## src/rtl/a2d_spi_resp.sv

```systemverilog
// a2d_spi_resp: SPI responder emulating an 8-channel 12-bit A/D converter.
// Ports: clk/rst (async, active-high); SS_n, SCLK, MOSI in, MISO out (MSB first);
// lft_ld_in/rght_ld_in/steer_pot_in/batt_in are the samples for channels 0/4/5/6;
// chnl is the selected channel; cmd_vld, frm_err, cmd_err are one-cycle pulses.
// Define A2D_RESP_CHK_EN to flag accepted frames with non-zero reserved bits on cmd_err.
module a2d_spi_resp #(
  parameter int          SYNC_STAGES  = 2,
  parameter logic [11:0] UNMAPPED_VAL = 12'h000
) (
  input  logic        clk,
  input  logic        rst,
  input  logic        SS_n,
  input  logic        SCLK,
  input  logic        MOSI,
  output logic        MISO,
  input  logic [11:0] lft_ld_in,
  input  logic [11:0] rght_ld_in,
  input  logic [11:0] steer_pot_in,
  input  logic [11:0] batt_in,
  output logic [2:0]  chnl,
  output logic        cmd_vld,
  output logic        frm_err,
  output logic        cmd_err
);
  typedef enum logic {IDLE, ACTIVE} state_t;
`ifdef A2D_RESP_CHK_EN
  localparam int RXW = 16;
`else
  // Without the reserved-bit check only bits [13:11] matter, so the top two are never kept.
  localparam int RXW = 14;
`endif
  state_t                 state_q, state_d;
  logic [SYNC_STAGES-1:0] ss_q, ss_d, sclk_q, sclk_d, mosi_q, mosi_d;
  logic                   ss_prev_q, sclk_prev_q;
  logic [15:0]            tx_q, tx_d;
  logic [RXW-1:0]         rx_q, rx_d;
  logic [4:0]             cnt_q, cnt_d;
  logic [2:0]             chnl_q, chnl_d;
  logic                   cmd_vld_q, cmd_vld_d, frm_err_q, frm_err_d, cmd_err_q, cmd_err_d;
  logic                   ss_s, sclk_s, mosi_s, ss_fall, ss_rise, sclk_rise, sclk_fall, bad;
  logic [11:0]            smp;

  assign ss_s      = ss_q[SYNC_STAGES-1];
  assign sclk_s    = sclk_q[SYNC_STAGES-1];
  assign mosi_s    = mosi_q[SYNC_STAGES-1];
  assign ss_fall   = ss_prev_q & ~ss_s;
  assign ss_rise   = ~ss_prev_q & ss_s;
  assign sclk_rise = ~sclk_prev_q & sclk_s;
  assign sclk_fall = sclk_prev_q & ~sclk_s;
  assign smp = chnl_q == 3'd0 ? lft_ld_in :
               chnl_q == 3'd4 ? rght_ld_in :
               chnl_q == 3'd5 ? steer_pot_in :
               chnl_q == 3'd6 ? batt_in : UNMAPPED_VAL;
`ifdef A2D_RESP_CHK_EN
  assign bad = (|rx_q[15:14]) | (|rx_q[10:0]);
`else
  assign bad = 1'b0;
`endif

  always_comb begin
    ss_d      = {ss_q[SYNC_STAGES-2:0], SS_n};
    sclk_d    = {sclk_q[SYNC_STAGES-2:0], SCLK};
    mosi_d    = {mosi_q[SYNC_STAGES-2:0], MOSI};
    state_d   = state_q;
    tx_d      = tx_q;
    rx_d      = rx_q;
    cnt_d     = cnt_q;
    chnl_d    = chnl_q;
    cmd_vld_d = 1'b0;
    frm_err_d = 1'b0;
    cmd_err_d = 1'b0;
    // A fall while already active is a glitch and simply restarts the frame.
    if (ss_fall) begin
      state_d = ACTIVE;
      tx_d    = {4'h0, smp};
      cnt_d   = 5'd0;
    end else if (state_q == ACTIVE) begin
      if (ss_rise) begin
        state_d   = IDLE;
        frm_err_d = cnt_q != 5'd16;
        cmd_vld_d = cnt_q == 5'd16 && !bad;
        cmd_err_d = cnt_q == 5'd16 && bad;
        chnl_d    = cmd_vld_d ? rx_q[13:11] : chnl_q;
      end else if (sclk_rise) begin
        rx_d  = {rx_q[RXW-2:0], mosi_s};
        cnt_d = cnt_q == 5'd17 ? cnt_q : cnt_q + 5'd1;
      end else if (sclk_fall && cnt_q != 5'd0) begin
        tx_d = {tx_q[14:0], 1'b0};
      end
    end
  end

  always_ff @(posedge clk or posedge rst) begin
    if (rst) begin
      ss_q        <= '1;
      sclk_q      <= '1;
      mosi_q      <= '1;
      ss_prev_q   <= 1'b1;
      sclk_prev_q <= 1'b1;
      state_q     <= IDLE;
      tx_q        <= '0;
      rx_q        <= '0;
      cnt_q       <= '0;
      chnl_q      <= '0;
      cmd_vld_q   <= 1'b0;
      frm_err_q   <= 1'b0;
      cmd_err_q   <= 1'b0;
    end else begin
      ss_q        <= ss_d;
      sclk_q      <= sclk_d;
      mosi_q      <= mosi_d;
      ss_prev_q   <= ss_s;
      sclk_prev_q <= sclk_s;
      state_q     <= state_d;
      tx_q        <= tx_d;
      rx_q        <= rx_d;
      cnt_q       <= cnt_d;
      chnl_q      <= chnl_d;
      cmd_vld_q   <= cmd_vld_d;
      frm_err_q   <= frm_err_d;
      cmd_err_q   <= cmd_err_d;
    end
  end

  assign MISO    = tx_q[15];
  assign chnl    = chnl_q;
  assign cmd_vld = cmd_vld_q;
  assign frm_err = frm_err_q;
  assign cmd_err = cmd_err_q;
endmodule

```

## config.mk

```make
export PLATFORM = sky130hd
export DESIGN_NAME = a2d_spi_resp
export DESIGN_NICKNAME = d
export VERILOG_FILES = /design/src/rtl/a2d_spi_resp.sv
export SDC_FILE = /design/constraint.sdc
export NUM_CORES = 1
export LEC_CHECK = 0
export ABC_AREA = 1
export BUFFER_PORTS_ARGS = -buffer_cell sky130_fd_sc_hd__buf_2
export CAP_MARGIN = 10
export CORE_MARGIN = 4
export CORE_UTILIZATION = 35
export CTS_CLUSTER_DIAMETER = 120
export CTS_CLUSTER_SIZE = 12
export DETAILED_ROUTE_END_ITERATION = 8
export GPL_ROUTABILITY_DRIVEN = 0
export GPL_TIMING_DRIVEN = 0
export PLACE_DENSITY_LB_ADDON = 0.08
export SKIP_CTS_REPAIR_TIMING = 1
export SLEW_MARGIN = 40
export SYNTH_ARGS = -nofsm -noshare
export SYNTH_HDL_FRONTEND = slang
export SYNTH_SLANG_ARGS = --single-unit
```

## constraint.sdc

```tcl
create_clock -name clk -period 4.5 [get_ports clk]
set_input_delay 0.45 -clock clk [delete_from_list [all_inputs] [get_ports clk]]
set_output_delay 0.45 -clock clk [all_outputs]
set_load 0.02 [all_outputs]
```

==> results of run 1 <==
-- logic make-up after synthesis --
family,after synthesis,synth area share (%)
buffers and inverters,60,9.861
AND/OR/NAND/NOR,190,32.22
adder cells (fa/ha/maj),6,2.872
other,1,0.1435
flip-flops,49,47.30
XOR/XNOR,3,1.005
AO/OA/AOI/OAI,34,6.606
-- worst min path at each step --
stage                     cells past startpoint   endpoint  startpoint
after detailed placement                      0  sclk_q[1]   sclk_q[0]
after global routing                          2    frm_err         rst
final                                         2    frm_err         rst
after CTS                                     2    chnl[0]         rst
after floorplan                               0  mosi_q[1]   mosi_q[0]
after global placement                        0    ss_q[1]     ss_q[0]
-- stage by stage --
stage / hold slack, ns / area [sq um] / std cells / setup WS (ns) / util [%]
3_5_place_dp: 0.3478 / 3050 / 501 / 2.577 / 42.06
3_3_place_gp: 0.3471 / 3028 / 500 / 2.216 / 41.75
6_report: 0.08495 / 3133 / 509 / 2.629 / 43.19
5_1_grt: 0.09562 / 3133 / 509 / 2.411 / 43.19
4_1_cts: 0.08808 / 3133 / 509 / 2.566 / 43.19
2_1_floorplan: 0.3452 / 2614 / 343 / 2.876 / -
-- power by group --
part	total (mW)	switching, mW	internal, mW
combinational	0.284	0.153	0.131
clock	0.248	0.140	0.108
sequential	0.639	0.0647	0.574
total	1.17	0.358	0.813
-- area by class of cell --
class	instances	area share [%]
sequential	49	39.46
multi-input combinational	234	35.74
timing repair buffer	59	9.904
inverter	43	5.312
tap	99	3.954
buffer	17	2.995
clock buffer	6	2.316
clock inverter	2	0.3195
-- Yosys cell counts (all sizes together) --
library cell and instances:
clkbuf 6, nand3 42, inv 43, or2 11, nand2 105, nor2 18
dfstp 8, nand4 13, o21ai 25, ha 6, conb 1, dfrtp 41
nor3 1, o211ai 1, xor2 3, buf 11, a21oi 8
-- routing by layer --
metal / up-vias / global-route usage, % / wire, um
li1: 1210 / - / -
met1: 1027 / 18.60 / 2782
met2: 62 / 22.87 / 2709
met3: 6 / 3.028 / 425
met4: 0 / 4.693 / 84
met5: - / 0 / 0
-- critical path, delay by kind of cell, from the launching register on --
family                     cells  cell delay, ns
buffers and inverters          3            0.33
and+or+nand+nor                3            0.53
adders and majority gates      1            0.28
DFF                            1            0.57
AOI/OAI and AO/OA              1            0.09
-- sequential cells by signal, indices dropped and copies added (netlist names) --
name,cells
rx_q,14
ss_prev_q,1
chnl,3
cnt_q,5
sclk_prev_q,1
cmd_vld,1
tx_q,16
mosi_q,2
state_q,1
frm_err,1
ss_q,2
sclk_q,2
==> results.tsv, run 1 <==
metric	value	unit
syn_nets	402	
DRC viols	0	
CP Cell Sequence	inv_1 > ha_1 > inv_1 > buf_4 > nand3_1 > nor2_1 > nand2_1 > o21ai_0	
total number of vias	2305	
largest net degree at the start of global routing	30	
Yosys top cell area share	39.25	%
drt total wl	6001	um
Critical Path Start	ss_q[1]	
Via density	4.528	
Critical Path End Type	flop	
R2R Setup Slk	2.63	ns
fill count	790	
most frequent CP cell	inv_1	
Final Skew	0.006495	ns
Relative slew margins	65.60	%
Initial Util	36.04	%
Final HPWL DP	4659	um
Hold WC Path Type	in2async	
number of diodes	0	
CP Class	reg2reg	
Leak	1.763	nW
Synth warnings	0	
crit start category	flop	
Ports	60	
f_max	534.6	MHz
via count of the first global-routing pass	2171	
antenna-violating nets left	0	
grt total ovfl	0	
Port-buffer cells	58	
ranking of synthesized cells by area	dfrtp_1 (39%), nand2_1 (15%), dfstp_2 (8.0%)	
die area	8914	sq um
Num CTS Buffers	5	
Crit-path slowest cell	dfstp_2	
share of layout cells above drive strength 1	25.12	%
cell area power density	373.8	nW/um^2
sequential-to-total area share from yosys stat	47.30	%
multi-input logic area	1120	sq um
Area Growth Syn to Fin	19.87	%
die width	94.42	um
Setup TNS	0	ns
Final setup viols	0	
CTS root buf	clkbuf_8	
RR Startpoint	ss_q[1]	
fin. max-slew vios	0	
Layout Nets	468	
Tightest Pin Transition	0.5160	ns
R2R Path End	chnl[1]	
total power	1.171	mW
initial antenna violation count	0	
WL/cell	11.79	um
end of the critical path	chnl[1]	
most common cell after layout, fill and taps aside	nand2_1	
Post-Syn Instances	343	
initial drt markers	41	
first-pass GRT wire length	9873	um
chip height	94.42	um
crit share post-route	41.57	%
clk buf depth	2	
synthesis-stage register bit count	49	
status	complete, no violations	
synthesized area per cell	7.620	sq um
MaxCap Viol Count	0	
post-synthesis cell area	2614	sq um
H-tree levels	2	
CORE AREA	7253	sq um
CTS tree	done	
Final Hold Viols	0	
crit path max fanout	10	
Clock Pin Slew Worst Setup and Hold Paths	0.09	ns
Critical Path RT	4.73	ns
router iterations before antenna repair	4	
final critical-path required period	1.871	ns
CTS sink cnt	49	
Total GRT Usage	14.05	%
RSZ-0062 raised after global routing	no	
Seq. cell area	1236	sq um
Max IR drop VDD	0.0001963	V
CP arrival	2.10	ns
FP Rows	31	
R2R depth	8	
clk_lat worst skew	0.30	ns
Crit path largest cell delay	0.57	ns
most frequent cells in the layout	nand2_1 (104), buf_2 (63), nand3_1 (41), dfrtp_1 (41), inv_1 (39)	
count of different cell masters after synthesis	27	
area leader, netlist	dfrtp_1	
Power figures use the tool's default switching activity.
==> inputs of run 2 (changes only) <==
==> constraint.sdc (replaced) <==
create_clock -name clk -period 1.9 [get_ports clk]
set_input_delay 0.19 -clock clk [delete_from_list [all_inputs] [get_ports clk]]
set_output_delay 0.19 -clock clk [all_outputs]
set_load 0.02 [all_outputs]
==> results.tsv, run 2 (synthesized netlist as in run 1, its figures left out) <==
metric	value	unit	change
Final setup viols	0		unchanged
CP Class	reg2reg		
Largest register FFs	16		unchanged
CTS root buf	clkbuf_8		
WHS Endpoint	tx_q[0]		
router iterations before antenna repair	4		unchanged
crit start category	flop		
die area	8914	sq um	unchanged
CTS tree	done		
GRT met2 Usage	22.87	%	unchanged
Buf+Inv Stages, Crit Path	2		-1
chip height	94.42	um	unchanged
MaxCap Viol Count	0		unchanged
grt total ovfl	0		unchanged
clk buf depth	2		unchanged
largest net degree at the start of global routing	30		unchanged
register bank with the most flops	tx_q		
fill count	785		-0.63%
grt peak-use layer	met2		
DRC viols	0		unchanged
cell area power density	875.1	nW/um^2	+130%
Tightest Pin Transition	0.5222	ns	+0.006213 ns
Port-buffer cells	58		unchanged
Final HPWL DP	4659	um	unchanged
final critical-path required period	1.758	ns	-0.1123 ns
FP Rows	31		unchanged
number of diodes	0		unchanged
Crit-path slowest cell	dfstp_2		
hold depth	3		
GR Util met3	3.028	%	unchanged
drt total wl	6042	um	+0.68%
Layout Nets	472		+0.85%
CORE AREA	7253	sq um	unchanged
H-tree levels	2		unchanged
Final Hold Viols	0		unchanged
WL/cell	11.78	um	-0.10%
fin. max-slew vios	0		unchanged
CP arrival	1.95	ns	-0.15 ns
Total GRT Usage	14.05	%	unchanged
clk_lat worst skew	0.30	ns	about the same
Num CTS Buffers	5		unchanged
Relative slew margins	65.19	%	-0.41 points
first-pass GRT wire length	9873	um	unchanged
antenna-violating nets left	0		unchanged
Crit path largest cell delay	0.57	ns	about the same
Max IR drop VDD	0.0004642	V	+140%
crit share post-route	92.55	%	+51 points
Post-Route Utilization	43.82	%	+0.62 points
Leak	1.778	nW	+0.85%
hold_sp	lft_ld_in[0]		
most frequent CP cell	nand3_1		
Hold WC Path Type	in2reg		
total number of vias	2311		+0.26%
top flop regs	tx_q: 16 flops, rx_q: 14 flops, cnt_q: 5 flops		
initial antenna violation count	0		unchanged
crit path max fanout	10		unchanged
die width	94.42	um	unchanged
Critical Path RT	2.10	ns	-2.63 ns
Clock Pin Slew Worst Setup and Hold Paths	0.08	ns	about the same
PnR worst setup slack	0.1416	ns	-2.488 ns
via count of the first global-routing pass	2171		unchanged
CTS sink cnt	49		unchanged
Area Growth Syn to Fin	21.59	%	
RR Startpoint	ss_q[1]		
most frequent cells in the layout	nand2_1 (104), buf_2 (63), nand3_1 (41), dfrtp_1 (41), inv_1 (39)		
Final Skew	0.007094	ns	+0.0005993 ns
Place WS	-0.02336	ns	-2.600 ns
Critical Path End Type	flop		
Via density	4.505		-0.52%
R2R Path End	tx_q[11]		
R2R Setup Slk	0.14	ns	-2.49 ns
RSZ-0062 raised after global routing	no		
GRT met1 Usage	18.60	%	unchanged
f_max	568.7	MHz	+6.4%
Ports	60		unchanged
R2R depth	9		+1
most common cell after layout, fill and taps aside	nand2_1		
CP Cell Sequence	inv_1 > ha_2 > nor2_1 > nor2_2 > nand3_1 > nand2_4 > buf_4 > nand3_1 > nand2_1		
cell family with most CP delay	simple AND/OR/NAND/NOR gates		
share of layout cells above drive strength 1	25.36	%	+0.24 points
status	complete, no violations		
Initial Util	36.04	%	unchanged
initial drt markers	44		+7.3%
==> run 2: routing by layer <==
metal,vias up,part of all wire (%)
li1,1220,-
met1,1023,46
met2,61,45
met3,7,7.1
met4,0,1.4
met5,-,0
==> run 2: power by group <==
part           internal [mW]  leakage (nW)  switching (mW)
registers               1.36         0.603           0.153
clock network          0.256        0.0450           0.331
logic                  0.316          1.13           0.365
==> run 2: cell type report <==
class / instances / area (sq um) / area share, %
Sequential cell: 49 / 1236 / 38.90
Buffer: 17 / 93.84 / 2.953
Inverter: 43 / 166.4 / 5.236
Timing Repair Buffer: 63 / 350.3 / 11.02
Tap cell: 99 / 123.9 / 3.898
Clock buffer: 6 / 72.57 / 2.283
Multi-Input combinational cell: 234 / 1125 / 35.39
Clock inverter: 2 / 10.01 / 0.3150
==> run 2: worst min-delay path, stage by stage <==
cell and delay [ns]:
buf_2 0.09, o211ai_1 0.09, nand2_1 0.06
==> run 2: metrics by stage <==
stage          total power, mW  hold WS (ns)  cells  setup TNS [ns]  area [sq um]
6_report                 2.781        0.1541    513               0          3178
5_1_grt                  3.010        0.2067    513               0          3178
4_1_cts                  2.825       -0.1719    509        -0.06462          3133
3_5_place_dp             2.222        0.1648    501        -0.04162          3050
3_3_place_gp             2.201        0.2961    500          -5.033          3028
2_1_floorplan            2.017        0.1945    343               0          2614
==> run 2: how the worst max path moves through the flow <==
stage | endpoint | slack, ns | startpoint | cells after the start
4_1_cts | chnl[1] | -0.03 | ss_q[1] | 7
3_3_place_gp | tx_q[15] | -0.12 | rst | 2
3_5_place_dp | chnl[1] | -0.02 | ss_q[1] | 7
6_report | tx_q[11] | 0.14 | ss_q[1] | 9
5_1_grt | rx_q[5] | 0.007 | ss_q[1] | 6
2_1_floorplan | tx_q[10] | 0.28 | ss_q[1] | 9
==> inputs of run 3 (changes only) <==
==> constraint.sdc (replaced) <==
create_clock -name clk -period 1.9 [get_ports clk]
set_input_delay 0.57 -clock clk [delete_from_list [all_inputs] [get_ports clk]]
set_output_delay 0.57 -clock clk [all_outputs]
set_load 0.02 [all_outputs]
==> results.tsv, run 3 (synthesized netlist as in run 1, its figures left out) <==
metric	value	unit	change
status	complete, no violations		
register bank with the most flops	tx_q		
Setup TNS	0	ns	unchanged
Port-buffer cells	58		unchanged
crit start category	flop		
clk_lat worst skew	0.30	ns	about the same
first-pass GRT wire length	9873	um	unchanged
die width	94.42	um	unchanged
Final Hold Viols	0		unchanged
Largest register FFs	16		unchanged
Initial Util	36.04	%	unchanged
most common cell after layout, fill and taps aside	nand2_1		
fin. max-slew vios	0		unchanged
Tightest Pin Transition	0.5175	ns	-0.004630 ns
Final Skew	0.006131	ns	-0.0009629 ns
grt peak-use layer	met2		
DRC viols	0		unchanged
CTS root buf	clkbuf_8		
Final setup viols	0		unchanged
router iterations before antenna repair	4		unchanged
chip height	94.42	um	unchanged
GRT met1 Usage	18.60	%	unchanged
Final HPWL DP	4659	um	unchanged
MaxCap Viol Count	0		unchanged
Clock Pin Slew Worst Setup and Hold Paths	0.09	ns	about the same
largest net degree at the start of global routing	30		unchanged
CTS tree	done		
Total GRT Usage	14.05	%	unchanged
final critical-path required period	1.758	ns	-0.0008620 ns
via count of the first global-routing pass	2171		unchanged
CTS sink cnt	49		unchanged
Seq. cell area	1236	sq um	unchanged
CP arrival	1.95	ns	about the same
Leak	1.761	nW	-0.94%
RSZ-0062 raised after global routing	no		
total number of vias	2301		-0.43%
drt total wl	6011	um	-0.51%
CP Class	reg2reg		
multi-input logic area	1125	sq um	unchanged
antenna-violating nets left	0		unchanged
crit path max fanout	10		unchanged
Critical Path End Type	flop		
die area	8914	sq um	unchanged
Num CTS Buffers	5		unchanged
Hold WC Path Type	in2async		
initial drt markers	42		-4.5%
f_max	569.0	MHz	about the same
share of layout cells above drive strength 1	25.61	%	+0.25 points
CORE AREA	7253	sq um	unchanged
grt total ovfl	0		unchanged
Area Growth Syn to Fin	20.06	%	
clk buf depth	2		unchanged
Ports	60		unchanged
number of diodes	0		unchanged
FP Rows	31		unchanged
GR Util met3	3.028	%	unchanged
fill count	789		+0.51%
GRT met2 Usage	22.87	%	unchanged
most frequent cells in the layout	nand2_1 (104), buf_2 (63), nand3_1 (41), dfrtp_1 (41), inv_1 (39)		
Post-Route Utilization	43.26	%	-0.55 points
cell area power density	884.5	nW/um^2	+1.1%
Via density	4.521		+0.35%
Critical Path RT	2.10	ns	about the same
H-tree levels	2		unchanged
Layout Nets	468		-0.85%
Max IR drop VDD	0.0004646	V	about the same
initial antenna violation count	0		unchanged
top flop regs	tx_q: 16 flops, rx_q: 14 flops, cnt_q: 5 flops		
crit share post-route	92.50	%	about the same
WL/cell	11.81	um	+0.27%
Relative slew margins	65.50	%	+0.31 points
## run 3: cell types whose count changed in the layout (fill, tap and decap cells not counted), sizes merged
cell         change
dlygate4sd3      -4
## run 3: metrics by stage
step / worst slack, ns / cell area (sq um) / instances / power, mW / hold slack (ns)
after floorplan: 0.1704 / 2614 / 343 / 2.017 / 0.3452
after global placement: -0.5041 / 3028 / 500 / 2.201 / 0.3471
after detailed placement: -0.02336 / 3050 / 501 / 2.222 / 0.3478
after CTS: -0.03378 / 3133 / 509 / 2.825 / 0.2081
after global routing: 0.006816 / 3138 / 509 / 3.003 / 0.2156
final: 0.1425 / 3138 / 509 / 2.776 / 0.2050
## run 3: metal layers
layer,wire (um),part of all wire [%]
met2,2711,45
met4,84,1.4
met1,2790,46
met5,0,0
met3,425,7.1
## run 3: path summary, 6_finish.rpt
kind / start / to / slack (ns) / depth (start not counted)
worst max-delay path: ss_q[1] / tx_q[11] / 0.14 / 9
worst min-delay path: rst / frm_err / 0.20 / 2
worst max register to register: ss_q[1] / tx_q[11] / 0.14 / 9
worst min register to register: sclk_q[0] / sclk_q[1] / 0.36 / 0
max in group asynchronous: rst / mosi_q[1] / 1.20 / 3
min in group clk: sclk_q[0] / sclk_q[1] / 0.36 / 0
## run 3: worst max-delay path, stage by stage, from the launching register on
cell     delay, ns
dfstp_2       0.57
inv_1         0.05
ha_2          0.22
nor2_1        0.18
nor2_2        0.06
nand3_1       0.13
nand2_4       0.11
buf_4         0.19
nand3_1       0.09
nand2_1       0.05
## run 3: layout make-up
cell class | count | area share, %
buffer | 17 | 2.990
clock inverter | 2 | 0.3190
sequential | 49 | 39.39
clock buffer | 6 | 2.313
tap | 99 | 3.947
timing repair buffer | 59 | 9.888
inverter | 43 | 5.303
multi-input combinational | 234 | 35.85
## run 3: power by group
group          total, mW  internal (mW)  switching, mW
logic              0.675          0.311          0.365
clock network      0.587          0.256          0.332
registers           1.51           1.36          0.153
